$ cat src/rtl/team_06_lcd_pkg.sv
// Shared constants, state encodings and byte-selection helpers for the LCD writer.
package team_06_lcd_pkg;

  localparam int unsigned CNT_W  = 18;
  localparam int unsigned ROW_W  = 128;
  localparam int unsigned IDX_W  = 4;

  localparam logic [7:0] LCD_FUNC_SET = 8'h38;
  localparam logic [7:0] LCD_DISP_ON  = 8'h0C;
  localparam logic [7:0] LCD_ENTRY    = 8'h06;
  localparam logic [7:0] LCD_CLEAR    = 8'h01;
  localparam logic [7:0] LCD_LINE1    = 8'h80;
  localparam logic [7:0] LCD_LINE2    = 8'hC0;

  typedef enum logic [2:0] {
    ST_POWERUP,
    ST_INIT,
    ST_LOAD,
    ST_ADDR1,
    ST_ROW1,
    ST_ADDR2,
    ST_ROW2,
    ST_IDLE
  } main_state_t;

  typedef enum logic [1:0] {
    BT_IDLE,
    BT_SETUP,
    BT_PULSE,
    BT_HOLD
  } byte_state_t;

  // Init command sequence, in the order the panel expects it.
  function automatic logic [7:0] init_cmd(input logic [1:0] idx);
    logic [7:0] cmd;
    case (idx)
      2'd0:    cmd = LCD_FUNC_SET;
      2'd1:    cmd = LCD_DISP_ON;
      2'd2:    cmd = LCD_ENTRY;
      default: cmd = LCD_CLEAR;
    endcase
    return cmd;
  endfunction

  // Character idx of a row; char 0 lives in the top byte.
  function automatic logic [7:0] row_char(input logic [ROW_W-1:0] row,
                                          input logic [IDX_W-1:0] idx);
    return row[{4'd15 - idx, 3'b000} +: 8];
  endfunction

endpackage

$ cat src/rtl/team_06_lcd_writer_if.sv
// Parallel write-only HD44780 pin bundle.
interface team_06_lcd_writer_if;
  logic       lcd_rs;
  logic       lcd_rw;
  logic       lcd_en;
  logic [7:0] lcd_data;

  modport master (output lcd_rs, output lcd_rw, output lcd_en, output lcd_data);
  modport slave  (input  lcd_rs, input  lcd_rw, input  lcd_en, input  lcd_data);
endinterface

$ cat src/rtl/team_06_lcd_byte_tx.sv
// One LCD byte write: setup, enable pulse, then a hold wait sized for the command.
module team_06_lcd_byte_tx
  import team_06_lcd_pkg::*;
#(
  parameter int unsigned E_PULSE_CYCLES = 5,
  parameter int unsigned CMD_CYCLES     = 400,
  parameter int unsigned CLEAR_CYCLES   = 16000
) (
  input  logic       clk,
  input  logic       rst,
  input  logic       start,
  input  logic       rs,
  input  logic [7:0] data,
  input  logic       long_wait,
  output logic       ready_c,
  output logic       byte_done,
  team_06_lcd_writer_if.master lcd
);

  localparam logic [CNT_W-1:0] PULSE_LAST = CNT_W'(E_PULSE_CYCLES - 1);
  localparam logic [CNT_W-1:0] CMD_LAST   = CNT_W'(CMD_CYCLES - 1);
  localparam logic [CNT_W-1:0] CLEAR_LAST = CNT_W'(CLEAR_CYCLES - 1);

  byte_state_t      state, state_d;
  logic [CNT_W-1:0] cnt, cnt_d;
  logic [CNT_W-1:0] hold_last, hold_last_d;
  logic             rs_q, rs_d;
  logic [7:0]       data_q, data_d;
  logic             long_q, long_d;
  logic             en_q, en_d;
  logic             done_d;

  assign hold_last   = long_q ? CLEAR_LAST : CMD_LAST;
  assign hold_last_d = long_d ? CLEAR_LAST : CMD_LAST;

  // Accepting on the last hold cycle lets bytes run back to back.
  assign ready_c = (state == BT_IDLE) || ((state == BT_HOLD) && (cnt == hold_last));

  always_ff @(posedge clk or negedge rst) begin
    if (!rst) begin
      state     <= BT_IDLE;
      cnt       <= '0;
      rs_q      <= 1'b0;
      data_q    <= '0;
      long_q    <= 1'b0;
      en_q      <= 1'b0;
      byte_done <= 1'b0;
    end else begin
      state     <= state_d;
      cnt       <= cnt_d;
      rs_q      <= rs_d;
      data_q    <= data_d;
      long_q    <= long_d;
      en_q      <= en_d;
      byte_done <= done_d;
    end
  end

  always_comb begin
    state_d = state;
    cnt_d   = cnt;
    rs_d    = rs_q;
    data_d  = data_q;
    long_d  = long_q;
    en_d    = 1'b0;

    case (state)
      BT_IDLE: ;
      BT_SETUP: begin
        state_d = BT_PULSE;
        cnt_d   = '0;
        en_d    = 1'b1;
      end
      BT_PULSE: begin
        if (cnt == PULSE_LAST) begin
          state_d = BT_HOLD;
          cnt_d   = '0;
        end else begin
          cnt_d = cnt + CNT_W'(1);
          en_d  = 1'b1;
        end
      end
      BT_HOLD: begin
        if (cnt == hold_last) state_d = BT_IDLE;
        else                  cnt_d   = cnt + CNT_W'(1);
      end
      default: state_d = BT_IDLE;
    endcase

    if (ready_c && start) begin
      state_d = BT_SETUP;
      cnt_d   = '0;
      rs_d    = rs;
      data_d  = data;
      long_d  = long_wait;
    end

    // Registered done must already be high during the final hold cycle.
    done_d = (state_d == BT_HOLD) && (cnt_d == hold_last_d);
  end

  assign lcd.lcd_rs   = rs_q;
  assign lcd.lcd_rw   = 1'b0;
  assign lcd.lcd_en   = en_q;
  assign lcd.lcd_data = data_q;

endmodule

$ cat src/rtl/team_06_lcd_writer.sv
// 16x2 LCD writer: power-up delay, init, then full-panel rewrite whenever the text changes.
module team_06_lcd_writer
  import team_06_lcd_pkg::*;
#(
  parameter int unsigned POWERUP_CYCLES = 150000,
  parameter int unsigned E_PULSE_CYCLES = 5,
  parameter int unsigned CMD_CYCLES     = 400,
  parameter int unsigned CLEAR_CYCLES   = 16000
) (
  input  logic             clk,
  input  logic             rst,
  input  logic [ROW_W-1:0] row_1,
  input  logic [ROW_W-1:0] row_2,
  team_06_lcd_writer_if.master lcd,
  output logic             busy,
  output logic             frame_done
);

  localparam logic [CNT_W-1:0] POWERUP_LAST = CNT_W'(POWERUP_CYCLES - 1);
  localparam logic [IDX_W-1:0] IDX_LAST     = IDX_W'(15);
  localparam logic [IDX_W-1:0] INIT_LAST    = IDX_W'(3);

  main_state_t      state, state_d;
  logic [CNT_W-1:0] pu_cnt, pu_cnt_d;
  logic [IDX_W-1:0] idx, idx_d;
  logic             drain, drain_d;
  logic [ROW_W-1:0] shadow_1, shadow_1_d;
  logic [ROW_W-1:0] shadow_2, shadow_2_d;
  logic             busy_d, frame_done_d;

  logic             tx_start_c;
  logic             tx_rs_c;
  logic [7:0]       tx_data_c;
  logic             tx_long_c;
  logic             tx_ready_c;
  logic             tx_done;

  team_06_lcd_byte_tx #(
    .E_PULSE_CYCLES (E_PULSE_CYCLES),
    .CMD_CYCLES     (CMD_CYCLES),
    .CLEAR_CYCLES   (CLEAR_CYCLES)
  ) u_byte_tx (
    .clk       (clk),
    .rst       (rst),
    .start     (tx_start_c),
    .rs        (tx_rs_c),
    .data      (tx_data_c),
    .long_wait (tx_long_c),
    .ready_c   (tx_ready_c),
    .byte_done (tx_done),
    .lcd       (lcd)
  );

  // Byte the current state would send next.
  always_comb begin
    tx_rs_c   = 1'b0;
    tx_data_c = 8'h00;
    case (state)
      ST_INIT:  tx_data_c = init_cmd(idx[1:0]);
      ST_ADDR1: tx_data_c = LCD_LINE1;
      ST_ROW1: begin
        tx_rs_c   = 1'b1;
        tx_data_c = row_char(shadow_1, idx);
      end
      ST_ADDR2: tx_data_c = LCD_LINE2;
      ST_ROW2: begin
        tx_rs_c   = 1'b1;
        tx_data_c = row_char(shadow_2, idx);
      end
      default: ;
    endcase
    tx_long_c = !tx_rs_c && (tx_data_c == LCD_CLEAR);
  end

  always_ff @(posedge clk or negedge rst) begin
    if (!rst) begin
      state      <= ST_POWERUP;
      pu_cnt     <= '0;
      idx        <= '0;
      drain      <= 1'b0;
      shadow_1   <= '0;
      shadow_2   <= '0;
      busy       <= 1'b1;
      frame_done <= 1'b0;
    end else begin
      state      <= state_d;
      pu_cnt     <= pu_cnt_d;
      idx        <= idx_d;
      drain      <= drain_d;
      shadow_1   <= shadow_1_d;
      shadow_2   <= shadow_2_d;
      busy       <= busy_d;
      frame_done <= frame_done_d;
    end
  end

  // Sequencing advances when a byte is issued; drain waits out the final byte of a phase.
  always_comb begin
    state_d      = state;
    pu_cnt_d     = pu_cnt;
    idx_d        = idx;
    drain_d      = drain;
    shadow_1_d   = shadow_1;
    shadow_2_d   = shadow_2;
    frame_done_d = 1'b0;
    tx_start_c   = 1'b0;

    case (state)
      ST_POWERUP: begin
        if (pu_cnt == POWERUP_LAST) begin
          state_d  = ST_INIT;
          pu_cnt_d = '0;
          idx_d    = '0;
        end else begin
          pu_cnt_d = pu_cnt + CNT_W'(1);
        end
      end
      ST_INIT: begin
        if (drain) begin
          if (tx_done) begin
            drain_d = 1'b0;
            state_d = ST_LOAD;
          end
        end else if (tx_ready_c) begin
          tx_start_c = 1'b1;
          idx_d      = idx + IDX_W'(1);
          if (idx == INIT_LAST) drain_d = 1'b1;
        end
      end
      ST_LOAD: begin
        shadow_1_d = row_1;
        shadow_2_d = row_2;
        idx_d      = '0;
        state_d    = ST_ADDR1;
      end
      ST_ADDR1: begin
        if (tx_ready_c) begin
          tx_start_c = 1'b1;
          state_d    = ST_ROW1;
        end
      end
      ST_ROW1: begin
        if (tx_ready_c) begin
          tx_start_c = 1'b1;
          idx_d      = idx + IDX_W'(1);
          if (idx == IDX_LAST) state_d = ST_ADDR2;
        end
      end
      ST_ADDR2: begin
        if (tx_ready_c) begin
          tx_start_c = 1'b1;
          state_d    = ST_ROW2;
        end
      end
      ST_ROW2: begin
        if (drain) begin
          if (tx_done) begin
            drain_d      = 1'b0;
            frame_done_d = 1'b1;
            state_d      = ST_IDLE;
          end
        end else if (tx_ready_c) begin
          tx_start_c = 1'b1;
          idx_d      = idx + IDX_W'(1);
          if (idx == IDX_LAST) drain_d = 1'b1;
        end
      end
      ST_IDLE: begin
        if ({row_1, row_2} != {shadow_1, shadow_2}) state_d = ST_LOAD;
      end
      default: state_d = ST_POWERUP;
    endcase

    busy_d = (state_d != ST_IDLE);
  end

endmodule

$ cat src/flat_wrapper.sv
// flat-port wrapper written by rule: the top's interface ports become plain ports
module team_06_lcd_writer_flat import team_06_lcd_pkg::*;
#(
  parameter int unsigned POWERUP_CYCLES = 150000,
  parameter int unsigned E_PULSE_CYCLES = 5,
  parameter int unsigned CMD_CYCLES     = 400,
  parameter int unsigned CLEAR_CYCLES   = 16000
)
  (clk, rst, row_1, row_2, busy, frame_done, lcd_lcd_rs, lcd_lcd_rw, lcd_lcd_en, lcd_lcd_data);
  team_06_lcd_writer_if lcd_i ();
  input  logic clk;
  input  logic rst;
  input  logic [ROW_W-1:0] row_1;
  input  logic [ROW_W-1:0] row_2;
  output logic busy;
  output logic frame_done;
  output wire logic [$bits(lcd_i.lcd_rs)-1:0] lcd_lcd_rs;
  output wire logic [$bits(lcd_i.lcd_rw)-1:0] lcd_lcd_rw;
  output wire logic [$bits(lcd_i.lcd_en)-1:0] lcd_lcd_en;
  output wire logic [$bits(lcd_i.lcd_data)-1:0] lcd_lcd_data;
  assign lcd_lcd_rs = lcd_i.lcd_rs;
  assign lcd_lcd_rw = lcd_i.lcd_rw;
  assign lcd_lcd_en = lcd_i.lcd_en;
  assign lcd_lcd_data = lcd_i.lcd_data;
  team_06_lcd_writer #(.POWERUP_CYCLES(POWERUP_CYCLES), .E_PULSE_CYCLES(E_PULSE_CYCLES), .CMD_CYCLES(CMD_CYCLES), .CLEAR_CYCLES(CLEAR_CYCLES)) u_core (.clk(clk), .rst(rst), .row_1(row_1), .row_2(row_2), .lcd(lcd_i), .busy(busy), .frame_done(frame_done));
endmodule
$ cat config.mk
export PLATFORM = sky130hd
export DESIGN_NAME = team_06_lcd_writer_flat
export DESIGN_NICKNAME = d
export VERILOG_FILES = /design/src/rtl/team_06_lcd_pkg.sv /design/src/rtl/team_06_lcd_writer_if.sv /design/src/rtl/team_06_lcd_byte_tx.sv /design/src/rtl/team_06_lcd_writer.sv /design/src/flat_wrapper.sv
export SDC_FILE = /design/constraint.sdc
export NUM_CORES = 1
export LEC_CHECK = 0
export CELL_PAD_IN_SITES_DETAIL_PLACEMENT = 0
export CELL_PAD_IN_SITES_GLOBAL_PLACEMENT = 2
export CORE_MARGIN = 2
export CORE_UTILIZATION = 39
export DETAILED_ROUTE_END_ITERATION = 10
export GPL_ROUTABILITY_DRIVEN = 1
export PLACE_DENSITY_LB_ADDON = 0.1
export SLEW_MARGIN = 20
export SYNTH_ARGS = -nofsm -noshare
export SYNTH_HDL_FRONTEND = slang
export SYNTH_HIERARCHICAL = 1
export SYNTH_SLANG_ARGS = --single-unit
$ cat constraint.sdc
create_clock -name clk -period 6.05 [get_ports clk]
set_clock_uncertainty 0.15 [all_clocks]
set_input_delay 0.605 -clock clk [delete_from_list [all_inputs] [get_ports clk]]
set_output_delay 0.605 -clock clk [all_outputs]
set_load 0.01 [all_outputs]
# Word level (Yosys, flattened, before mapping)
# Index checks and enable logic that the tools add are counted.
# totals
reg_bits,316
inputBits,258
output_inout_bits,13
# classes
addsub,4
n_eq_ne,24
n_shift,2
mux,46
n_reduce_logical,15
# op_table
op,count
256-bit inequality test,1
128-bit by 8-bit variable part select with 8-bit output,2
18-bit two-way mux,4
18-bit case mux with 3 select lines,1
8-bit case mux with 5 select lines,1
18-bit by 1-bit adder with 18-bit output (second input constant),2
3-bit two-way mux,10
14-bit two-way mux,2
3-bit case mux with 8 select lines,1
18-bit by 14-bit equality test with 1-bit output,1
18-bit equality test,1
18-bit equality test (second input constant),1
18-bit by 3-bit equality test with 1-bit output (second input constant),1
6-bit case mux with 3 select lines,1
4-bit case mux with 4 select lines,1
1-bit two-way mux,15
3-bit equality test (second input constant),4
4-bit two-way mux,3
2-bit equality test (second input constant),4
8-bit by 1-bit equality test with 1-bit output (second input constant),1
3-bit by 2-bit equality test with 1-bit output (second input constant),2
2-bit two-way mux,3
1-bit case mux with 2 select lines,3
2-bit case mux with 3 select lines,1
other kinds (19),25

# Longest topological paths before layout
# logic_depth
word_depth,12
depth_mapped,16
mapped_depth_nobuf,15

# Cells and area by module
# Netlist, hierarchy kept.
# by_module_without_submodules
mod,n_inst,cells_per_inst,area_per_inst_um2,seq_area_each_um2
team_06_lcd_writer,1,1390,16206.8,7108.1
team_06_lcd_byte_tx,1,243,2083.2,800.8

# Least setup slack after synthesis
# Ideal clock, no wire load.
# synth_timing
path_type,reg2reg
start,reg u_core.u_byte_tx.cnt[4]
end,reg u_core.u_byte_tx.byte_done
setup_ns,0.111
t_arrival_ns,3.346
required_time_ns,5.789
path_slack_ns,2.442
path_stages_with_launch,15
path_buffers,2
synth_period_minus_slack_ns,3.608
cell_sequence,dfrtp_1 buf_6 or4_4 nor2_4 o21a_1 a21oi_1 inv_1 clkbuf_1 o21a_1 nand2_1 o21ai_2 mux2i_1 o21ai_0 mux2_2 a2111oi_2
# synth_between
elab_chain_len,11
elab_cells_between_ends,22
cone_classes,1 x add/sub; 4 x eq/ne; 13 x mux; 4 x reduce/logical
# synth_lines
item,line,rtl
"start, declared",team_06_lcd_byte_tx.sv:25,"logic [CNT_W-1:0] cnt, cnt_d;"
"start signal, assigned",team_06_lcd_byte_tx.sv:50,cnt <= cnt_d;
18-bit equality test (*),team_06_lcd_byte_tx.sv:37,assign ready_c = (state == BT_IDLE) || ((state == BT_HOLD) && (cnt == hold_last));
1-bit logical AND (*),team_06_lcd_byte_tx.sv:37,
1-bit logical OR (*),team_06_lcd_byte_tx.sv:37,
named net u_core.tx_ready_c,team_06_lcd_writer.sv:35,logic tx_ready_c;
1-bit two-way mux (*),--,
1-bit two-way mux,team_06_lcd_writer.sv:156,if (drain) begin
1-bit case mux with 2 select lines (*),team_06_lcd_writer.sv:108,case (state)
named net u_core.tx_start_c,team_06_lcd_writer.sv:31,logic tx_start_c;
1-bit logical AND (*),team_06_lcd_byte_tx.sv:90,if (ready_c && start) begin
1-bit two-way mux,team_06_lcd_byte_tx.sv:90,
14-bit two-way mux,team_06_lcd_byte_tx.sv:34,assign hold_last_d = long_d ? CLEAR_LAST : CMD_LAST;
18-bit by 14-bit equality test with 1-bit output,team_06_lcd_byte_tx.sv:99,done_d = (state_d == BT_HOLD) && (cnt_d == hold_last_d);
1-bit logical AND (*),team_06_lcd_byte_tx.sv:99,
named net u_core.u_byte_tx.done_d,team_06_lcd_byte_tx.sv:31,logic done_d;
"end signal, assigned",team_06_lcd_byte_tx.sv:55,byte_done <= done_d;
"end, declared",team_06_lcd_byte_tx.sv:16,"output logic byte_done,"
# The timed path passes the listed nets; every way through them passes the cells marked *.
# A chain may end at the register's enable or synchronous reset.

# Final worst setup path
# layout_timing
start,reg u_core.u_byte_tx.cnt[14]
end,reg u_core.u_byte_tx.byte_done
# layout_between
elab_cells_between_ends,22
cone_classes,1 x add/sub; 4 x eq/ne; 13 x mux; 4 x reduce/logical
# layout_rtl
item,line
18-bit equality test (*),team_06_lcd_byte_tx.sv:37
1-bit logical AND (*),team_06_lcd_byte_tx.sv:37
1-bit logical OR (*),team_06_lcd_byte_tx.sv:37
named net u_core.tx_ready_c,team_06_lcd_writer.sv:35
1-bit two-way mux (*),--
1-bit two-way mux,team_06_lcd_writer.sv:156
1-bit case mux with 2 select lines (*),team_06_lcd_writer.sv:108
named net u_core.tx_start_c,team_06_lcd_writer.sv:31
1-bit logical AND (*),team_06_lcd_byte_tx.sv:90
18-bit two-way mux (*),team_06_lcd_byte_tx.sv:90
named net u_core.u_byte_tx.cnt_d[5],team_06_lcd_byte_tx.sv:25
18-bit by 14-bit equality test with 1-bit output (*),team_06_lcd_byte_tx.sv:99
1-bit logical AND (*),team_06_lcd_byte_tx.sv:99
named net u_core.u_byte_tx.done_d,team_06_lcd_byte_tx.sv:31
# Marks and branches as above.

==> flow_metrics.tcl <==
set metrics [dict create \
    clk_latency_ps 570 \
    crit_family "compound AO/OA/AOI/OAI gates" \
    groute.usage.overall_pct 28.13 \
    grt_max_degree 140 \
    mappedNetlistArea_um2 18290 \
    worstPathArrival_ps 4510 \
    ir_drop_mv 0.1807 \
    syn_nets 1903 \
    antenna_found_initial 1 \
    hold_path.class "flop to flop" \
    htreeDepth 2 \
    cts_buffers 39 \
    clk_path_buf_depth 3 \
    dp.cells 2443 \
    route.detailed.drc 0 \
    synthCells 1633 \
    critPathRequiredTime_ps 6330 \
    dr_total_vias 14194 \
    synthTopCellsByArea "dfrtp_1 43%, mux2_2 14%, mux4_2 7.3%" \
    async_flop_share_pct 100.0 \
    synth_cell_type_count 88 \
    syn_to_final_growth_pct 24.80 \
    power.switching_mw 1.140 \
    cp_max_fo 14 \
    dieArea_um2 48650 \
    tightest_slew_ps 999.2 \
    hold_viol_final 0 \
    leakage_nw 10.16 \
    grt_pass1_wl_um 97170 \
    dr.pass1.iters 5 \
    drt_iter0_markers 1191 \
    rsz0062_at_grt "false" \
    cts.sinks 316 \
    dpl.hpwl_um 53530 \
    syn_area_per_cell_um2 11.20 \
    fin_crit_sh_pct 69.96 \
    diodes 0 \
    combPwrFrac_pct 7.8 \
    critPathKind "flop to flop" \
    viasPerCell 5.646 \
    cp_common_cell "o21a_1" \
    die-height_um 220.6 \
    fp-row-count 79 \
    outcome "finished, final reports clean" \
    ys_ff_latch 316 \
    synth_warnings 6 \
    start_util_pct 39.37 \
    fin_nets 2148 \
    slowest_delay_ps 490 \
    nFillCells 4324 \
    finalCriticalPeriod_ps 4233 \
    cp_slowest_cell "nor4_1" \
    slew_violations 0 \
    cts_root_buffer "clkbuf_16" \
    netlist.area_leader.share_pct 43.10 \
    yosysSeqAreaShare_pct 43.24 \
    die_x_um 220.6 \
    grt.overflow.total 0 \
    synth_edf_count 0 \
    cts_tree "built" \
    clockPowerShare_pct 49.9 \
    final_antenna_net_count 0 \
    path_buf_inv 1 \
    first_global_vias 14201 \
    holdWs_ps 313.4 \
    final.setup.tns_ps 0 \
    io_pins 271 \
    synth_top_area_cell "dfrtp_1" \
    drv_cap 0 \
    drt-wirelength-per-cell_um 26.96 \
    layout.cells.non_filler 2514 \
    timing.slew.headroom_pct 32.77 \
    wirelength_um 67780 \
    core_um2 46460 \
    gp_congestion 0.9041 \
    startpoint_type "flop" \
    p_total_mw 4.990 \
    crit_path_cell_trace "nor4_1 -> o2111a_1 -> o21a_1 -> a21oi_1 -> inv_1 -> o21a_1 -> nand2_1 -> o21a_1 -> and4_4 -> a211o_1 -> nor4_2 -> mux2i_1 -> a2111oi_2" \
    fmax_mhz 236.3 \
    power.share.sequential_pct 42.4 \
    ys.flop_type "dfrtp_1" \
    cts_resized 0 \
    p_int_mw 3.850 \
    io_buffer_count 269 \
    power_switching_share_pct 22.85 \
    setup_violations 0 \
    power_density_nw_per_um2 218.6 \
    drive_gt1_share_pct 20.40 \
    worstSetupEndpointType "flop" \
    clk_pin_slew_worst_paths_ps 50 \
]
==> sequential cells by signal, indices dropped and copies added, names as in the netlist <==
signal / count
u_core/u_byte_tx/state: 2
u_core/idx: 4
u_core/frame_done: 1
u_core/busy: 1
u_core/pu_cnt: 18
u_core/u_byte_tx/lcd.lcd_rs: 1
u_core/u_byte_tx/cnt: 18
u_core/shadow_1: 128
u_core/u_byte_tx/byte_done: 1
u_core/u_byte_tx/long_q: 1
u_core/shadow_2: 128
u_core/state: 3
u_core/u_byte_tx/lcd.lcd_en: 1
u_core/drain: 1
u_core/u_byte_tx/lcd.lcd_data: 8
==> power by group through the flow <==
stage	Sequential, mW	Combinational, mW	Clock, mW
floorplan	2.15	0.0726	0
CTS	2.11	0.392	2.54
global placement	2.15	0.391	0
global route	2.11	0.414	2.63
finish	2.11	0.388	2.49
detailed placement	2.15	0.390	0
==> kinds of logic (layout without fill, tap and decap cells) <==
family	after synthesis	after routing	share of synthesized area, %
compound gates	237	237	8.770
xor+xnor	209	209	10.01
fa+ha+maj	12	12	0.8209
buf+inv	157	431	4.036
flops	316	316	43.24
mux	289	289	21.36
other cells	1	1	0.02050
simple gates	412	412	11.74
==> area by class of cell <==
cell class                 count  area, µm²  share of cell area (%)
inverter                      80      307.8                   1.348
tap                          607      759.5                   3.327
multi-input combinational   1160       9646                   42.26
timing repair buffer         281       2828                   12.39
sequential                   316       7909                   34.65
clock buffer                  56       1191                   5.218
clock inverter                14      185.2                  0.8113
==> timing repair <==
item / in CTS / in global routing
hold endpoints to repair: 16 / 0
hold buffers: 1 / 0
buffers inserted: 0 / 0
==> tightest hold or removal path: cells and delay by family, from the launching register on <==
kind,cells,cell delay (ps)
flip-flops,1,340
AND/OR/NAND/NOR,2,90
==> layout by cell type (no fill, tap or decap), types with 14 or more instances in the layout <==
master           netlist  routed
nor3_1                19      19
o22ai_1               28      28
nand3_1               21      21
dfrtp_1              315     315
o21ai_1               17      17
nor4_1                37      37
inv_1                 77      77
clkbuf_16              0      40
clkdlybuf4s50_1        0     268
and3_1                14      14
nand2b_1              14      14
mux4_2                59      59
nor2b_1               17      17
xnor2_1              101     101
a21oi_1               30      30
nand2_1              127     127
nand4_1               45      45
nor2_1                76      76
xor2_1               108     108
mux2_2               220     220
o21ai_0               59      59
==> routing by layer <==
layer	GRT usage [%]	vias to the layer above	part of all wire, %
met5	0	-	0
met3	4.770	102	5.7
met1	37.80	7212	43
met2	45.45	474	47
li1	-	6406	-
met4	11.04	0	4.2
==> path summary, 6_finish.rpt <==
path	startpoint	end	slack [ps]	depth (start not counted)
min reg2reg	u_core/u_byte_tx/lcd.lcd_data[0]	u_core/u_byte_tx/lcd.lcd_data[0]	310	2
max	u_core/u_byte_tx/cnt[14]	u_core/u_byte_tx/byte_done	1820	13
max in group asynchronous	rst	u_core/shadow_2[94]	3790	3
min in group asynchronous	rst	u_core/shadow_1[121]	520	2
max reg2reg	u_core/u_byte_tx/cnt[14]	u_core/u_byte_tx/byte_done	1820	13
min	u_core/u_byte_tx/lcd.lcd_data[0]	u_core/u_byte_tx/lcd.lcd_data[0]	310	2
==> synthesized netlist by cell type, drive strengths merged, types with 8 or more instances <==
library cell	number
buf	50
mux2	221
nand2	128
and3	15
ha	12
o21ai	78
mux4	59
nand3	22
nor3	20
nand4	45
nor2	77
inv	80
a221oi	8
nor2b	18
a2111oi	9
mux2i	9
a211oi	9
a22o	8
o22ai	28
nand2b	15
a21oi	31
xor2	108
clkbuf	27
xnor2	101
dfrtp	315
nor4	40
a22oi	8
==> per-stage QoR <==
step	setup slack [ps]	cell area [µm²]	util [%]
floorplan	2442	18290	-
global placement	1928	21440	46.15
detailed placement	1801	21440	46.15
CTS	1808	22830	49.13
global route	1444	22830	49.13
finish	1817	22830	49.13
Power figures use the tool's default switching activity.
